`src/rtl/mips_pkg.sv`:
```
// Shared definitions for the multicycle MIPS core.
// Holds the fetch state encoding, instruction field bit positions, the
// opcode constants shared with the main decoder, and the branch-offset helper.
package mips_pkg;

  localparam int unsigned XLEN = 32;

  typedef enum logic [1:0] {
    IDLE  = 2'd0,
    REQ   = 2'd1,
    VALID = 2'd2
  } fetch_state_e;

  // Instruction field bit positions
  localparam int unsigned OP_HI    = 31;
  localparam int unsigned OP_LO    = 26;
  localparam int unsigned FUNCT_HI = 5;
  localparam int unsigned FUNCT_LO = 0;
  localparam int unsigned IMM_HI   = 15;
  localparam int unsigned IMM_LO   = 0;
  localparam int unsigned JADDR_HI = 25;
  localparam int unsigned JADDR_LO = 0;

  // Opcodes shared with maindec
  localparam logic [5:0] OPC_RTYPE = 6'h00;
  localparam logic [5:0] OPC_J     = 6'h02;
  localparam logic [5:0] OPC_JAL   = 6'h03;
  localparam logic [5:0] OPC_BEQ   = 6'h04;
  localparam logic [5:0] OPC_ADDI  = 6'h08;
  localparam logic [5:0] OPC_LW    = 6'h23;
  localparam logic [5:0] OPC_SW    = 6'h2B;

  // Sign-extended immediate shifted to a byte offset
  function automatic logic [XLEN-1:0] branch_offset(input logic [15:0] imm);
    return {{14{imm[15]}}, imm, 2'b00};
  endfunction

endpackage

```
`src/rtl/next_pc_calc.sv`:
```
// Combinational next-PC selection for an accepted instruction.
// Ports: pc (address of held instruction), instr (held word), rs_data
// (register-jump target), branch/zero/jump/jumpr (controller results);
// pcplus4 (pc+4, wraps), target (priority jumpr > jump > taken branch > pc+4).
module next_pc_calc
  import mips_pkg::*;
(
  input  logic [XLEN-1:0] pc,
  input  logic [XLEN-1:0] instr,
  input  logic [XLEN-1:0] rs_data,
  input  logic            branch,
  input  logic            zero,
  input  logic            jump,
  input  logic            jumpr,
  output logic [XLEN-1:0] pcplus4,
  output logic [XLEN-1:0] target
);

  // Opcode and the byte-offset bits of rs_data play no part in the target
  logic unused_bits;
  assign unused_bits = ^{instr[OP_HI:OP_LO], rs_data[1:0]};

  assign pcplus4 = pc + 32'd4;

  // Priority target mux
  always_comb begin
    target = pcplus4;
    if (jumpr) begin
      target = {rs_data[31:2], 2'b00};
    end else if (jump) begin
      target = {pcplus4[31:28], instr[JADDR_HI:JADDR_LO], 2'b00};
    end else if (branch && zero) begin
      target = pcplus4 + branch_offset(instr[IMM_HI:IMM_LO]);
    end
  end

endmodule

```
`src/rtl/fetch_unit.sv`:
```
// Instruction fetch stage: requests one word at a time from instruction
// memory (req/ack), holds it for decode (valid/ready) and computes the next
// PC on accept. flush redirects from any state; a flush racing an
// outstanding request discards the late returning word.
// Ports: clk, reset (async active-low); imem_req/imem_addr/imem_ack/
// imem_rdata memory side; instr/op/funct/instr_valid/instr_ready/pcplus4
// decode side; branch/zero/jump/jumpr/rs_data control (used on accept);
// flush/flush_pc redirect.
// Optional macro FETCH_STATS_EN adds fetch_cnt (accepts) and flush_cnt
// (flush cycles) outputs.
module fetch_unit
  import mips_pkg::*;
#(
  parameter logic [31:0] RESET_PC = 32'h0000_0000
) (
  input  logic        clk,
  input  logic        reset,
  output logic        imem_req,
  output logic [31:0] imem_addr,
  input  logic        imem_ack,
  input  logic [31:0] imem_rdata,
  output logic [31:0] instr,
  output logic [5:0]  op,
  output logic [5:0]  funct,
  output logic        instr_valid,
  input  logic        instr_ready,
  output logic [31:0] pcplus4,
  input  logic        branch,
  input  logic        zero,
  input  logic        jump,
  input  logic        jumpr,
  input  logic [31:0] rs_data,
  input  logic        flush,
  input  logic [31:0] flush_pc
`ifdef FETCH_STATS_EN
  ,
  output logic [31:0] fetch_cnt,
  output logic [31:0] flush_cnt
`endif
);

  localparam logic [31:0] RESET_PC_AL = {RESET_PC[31:2], 2'b00};

  fetch_state_e state, state_nxt;
  logic [31:0]  pc, pc_nxt;
  logic [31:0]  addr_nxt;
  logic [31:0]  instr_nxt;
  logic         drop_pend, drop_nxt;
  logic         accept;
  logic         hold_addr;
  logic [31:0]  target;

  logic unused_bits;
  assign unused_bits = ^flush_pc[1:0];

  next_pc_calc u_next_pc (
    .pc      (pc),
    .instr   (instr),
    .rs_data (rs_data),
    .branch  (branch),
    .zero    (zero),
    .jump    (jump),
    .jumpr   (jumpr),
    .pcplus4 (pcplus4),
    .target  (target)
  );

  // Outputs decoded from state / registered instruction
  assign imem_req    = (state == REQ);
  assign instr_valid = (state == VALID);
  assign op          = instr[OP_HI:OP_LO];
  assign funct       = instr[FUNCT_HI:FUNCT_LO];
  assign accept      = (state == VALID) && instr_ready && !flush;

  // State register
  always_ff @(posedge clk or negedge reset) begin
    if (!reset) begin
      state     <= IDLE;
      pc        <= RESET_PC_AL;
      imem_addr <= RESET_PC_AL;
      instr     <= 32'h0;
      drop_pend <= 1'b0;
    end else begin
      state     <= state_nxt;
      pc        <= pc_nxt;
      imem_addr <= addr_nxt;
      instr     <= instr_nxt;
      drop_pend <= drop_nxt;
    end
  end

  // Next-state logic; flush overrides everything at the end
  always_comb begin
    state_nxt = state;
    pc_nxt    = pc;
    instr_nxt = instr;
    drop_nxt  = drop_pend;
    case (state)
      IDLE: state_nxt = REQ;
      REQ: begin
        if (imem_ack) begin
          // Any ack answers the outstanding request, so the drop is consumed
          drop_nxt = 1'b0;
          if (!drop_pend && !flush) begin
            instr_nxt = imem_rdata;
            state_nxt = VALID;
          end
        end else if (flush) begin
          drop_nxt = 1'b1;
        end
      end
      VALID: begin
        if (accept) begin
          pc_nxt    = target;
          state_nxt = REQ;
        end
      end
      default: state_nxt = IDLE;
    endcase
    if (flush) begin
      pc_nxt    = {flush_pc[31:2], 2'b00};
      state_nxt = REQ;
    end
    // The memory still owns the old address until it acks
    hold_addr = (state == REQ) && !imem_ack && (drop_pend || flush);
    addr_nxt  = hold_addr ? imem_addr : pc_nxt;
  end

`ifdef FETCH_STATS_EN
  // Event counters
  always_ff @(posedge clk or negedge reset) begin
    if (!reset) begin
      fetch_cnt <= 32'h0;
      flush_cnt <= 32'h0;
    end else begin
      if (accept) fetch_cnt <= fetch_cnt + 32'd1;
      if (flush)  flush_cnt <= flush_cnt + 32'd1;
    end
  end
`endif

endmodule

```
`config.mk`:
```
export PLATFORM = sky130hd
export DESIGN_NAME = fetch_unit
export DESIGN_NICKNAME = d
export VERILOG_FILES = /design/src/rtl/mips_pkg.sv /design/src/rtl/next_pc_calc.sv /design/src/rtl/fetch_unit.sv
export SDC_FILE = /design/constraint.sdc
export NUM_CORES = 1
export LEC_CHECK = 0
export ABC_AREA = 0
export ABC_CLOCK_PERIOD_IN_PS = 8820
export CORE_MARGIN = 2
export CORE_UTILIZATION = 53
export DETAILED_ROUTE_END_ITERATION = 10
export PLACE_DENSITY = 0.95
export SLEW_MARGIN = 25
export SYNTH_ARGS = -nofsm -noshare
export SYNTH_HDL_FRONTEND = slang
export SYNTH_HIERARCHICAL = 1
export SYNTH_SLANG_ARGS = --single-unit
```
`constraint.sdc`:
```
create_clock -name clk -period 8.82 [get_ports clk]
set_input_delay 0.882 -clock clk [delete_from_list [all_inputs] [get_ports clk]]
set_output_delay 0.882 -clock clk [all_outputs]
set_load 0.05 [all_outputs]
```
==> results.toml <==
[outcome]
status = "finished clean"

[drt]
wl_met2_um = 11200
dr.max_layer_used = "met4"
wl_met3_um = 2120
num_vias = 6786
wire_per_inst_um = 21.4
ant_nets = 0
drt-met1-wl_um = 9650
via_per_inst = 6.13
dr.pass1.iters = 6
drtIter0Drc = 632
routed_wl_um = 23700
drc = 0

[layout]
final_cell_mix = "clkdlybuf4s50_1 (208), dfrtp_1 (99), mux2_2 (66)"
fin_area_um2 = 9840
layout.nets = 1064
drive_gt1_frac = 0.157
area_growth_pct = 31.9
layout_commonest_cell = "clkdlybuf4s50_1"
postLayoutCoreUtil = 0.712
n_fill_cell = 956
antenna_cells = 0
layout.cells.non_filler = 1107

[setup_path]
critPathTopFamily = "simple AND/OR/NAND/NOR gates"
r2r-start = "pc[2]"
cp_max_fo = 8
path_buf_inv = 0
startpoint = "pc[2]"
slowest_stage = "or3_1"
required_ps = 9080
rrSetupSlack_ps = 3820
endpoint_kind = "register"
cp.arrival_ps = 5270
crit_type = "register to register"
slowest_delay_ps = 480
worst_setup_path_start_kind = "register"
path_cells = "ha_1, nand3_1, or3_1, or3_4, nor2_1, xor2_1, ha_1, a21o_1, a21o_1, a21oi_1, nand3_1, o21ai_0, o21ai_0, o21a_1, nor3_1, and2_1, a221oi_1, o31ai_1"

[clock_network]
cts-resized-gates = 0
worstSkewPairLatency_ps = 360
cts_inserted_buffers = 9
postCtsHoldBufs = 0
cts_tree = "built"
clk_path_buf_depth = 2
clk_pin_slew_worst_paths_ps = 80
root_buffer = "clkbuf_16"
h-tree-depth = 3
cts_setup_buffers = 0
cts.sinks = 99

[logic_synthesis]
synth_top_area_cell = "dfrtp_1"
synth-async-reset-ratio = 1.00
avgSynthCellArea_um2 = 10.0
post_synth_num_cell_types = 75
ys_ff_latch = 99
seq_area_frac_synth = 0.332
netlist.area_leader.share = 0.332
synth_area_leaders = "dfrtp_1 (33%), mux2_2 (10%), mux2_4 (7.8%)"
synth_edf_count = 0
synth-main-ff-cell = "dfrtp_1"
synthCells = 744
synth_nets = 886
ys_warn_count = 6
syn_area_um2 = 7460

[place]
place_congestion = 0.977
dpl-instance-area_um2 = 9530
place_inst = 1091
portBuffers = 210
hpwl_um = 17100
dp_slack_ps = 3930

[run]
maxCapViolCount = 0

[die]
io_pins = 215
die_height_um = 123
fp.coreArea_um2 = 13800
initial_core_util = 0.539
die_area_um2 = 15000
rows = 43
fp.dieW_um = 123

[global_route]
grt_max_degree = 64
grt_pass1_vias = 6496
overflow = 0
grt_first_pass_wirelength_um = 36000
track_usage = 0.317
antenna_found_initial = 0

[sta]
fmax_mhz = 200
slew_violations = 0
fin_crit_ps = 5000
finalSetupViolCount = 0
finalHoldViolations = 0
fin_tns_setup_ps = 0
layout_setup_ws_ps = 3820
worst_slew_pin_slew_ps = 1020
period_share = 0.567
finClkSkew_ps = 10.7
slew_headroom = 0.319
grt_setup_unrepaired = "false"

[hold_path]
hp-class = "input pin to asynchronous set/reset pin"

[power]
ir_drop_uv = 261
p_per_area_nw_per_um2 = 300
p_leak_uw = 0.00415
-- where the power goes --
part / internal, uW / leakage [uW] / switching, uW
registers: 563 / 0.00117 / 132
logic: 703 / 0.00283 / 1120
clock network: 228 / 0.000152 / 202
-- path summary, 6_finish.rpt --
check,cells past startpoint,to
max,18,imem_addr[31]
min,1,pc[9]
min in group clk,1,imem_addr[0]
max in group asynchronous,2,instr[18]
max reg2reg,18,imem_addr[31]
min reg2reg,1,imem_addr[0]
-- per-stage QoR --
step / power (uW) / hold WS, ps
6_report: 2950 / 481
5_1_grt: 3090 / 522
4_1_cts: 2920 / 498
3_5_place_dp: 2480 / 481
3_3_place_gp: 2440 / 476
2_1_floorplan: 1970 / 513
-- kinds of logic (layout without fill, tap and decap cells) --
logic type | count (synthesis) | count (layout) | synth area share
xor+xnor | 49 | 49 | 0.0611
fa+ha+maj | 37 | 37 | 0.0631
simple gates | 198 | 198 | 0.135
mux | 125 | 125 | 0.206
compound gates | 175 | 175 | 0.156
flops | 99 | 99 | 0.332
buf+inv | 61 | 244 | 0.0461
-- layer usage --
layer	track usage	vias to the layer above
met5	0	-
met4	0.125	0
met3	0.0706	70
met2	0.502	368
met1	0.423	3276
li1	-	3072
-- synth_stat cells (all sizes together) (15+ instances only) --
master / count
mux2: 114
dfrtp: 99
nand2: 63
nor2: 47
a21oi: 42
ha: 36
o21ai: 35
buf: 32
xnor2: 32
a21o: 23
nand3: 19
xor2: 17
clkbuf: 15
-- cell type report --
cell class | count | area, um2 | share of cell area
clock buffers | 9 | 225 | 0.0229
flip-flops and latches | 99 | 2480 | 0.252
repair buffers | 214 | 2120 | 0.216
inverters | 14 | 52.6 | 0.00534
multi-input cells | 584 | 4650 | 0.472
well taps | 180 | 225 | 0.0229
clock inverters | 7 | 88.8 | 0.00903
-- sequential cells by signal (all words and copies together) (netlist names) --
register   cells
imem_addr     32
instr         32
pc            32
state          2
drop_pend      1
Note: power is estimated with default switching activity, not from simulation.
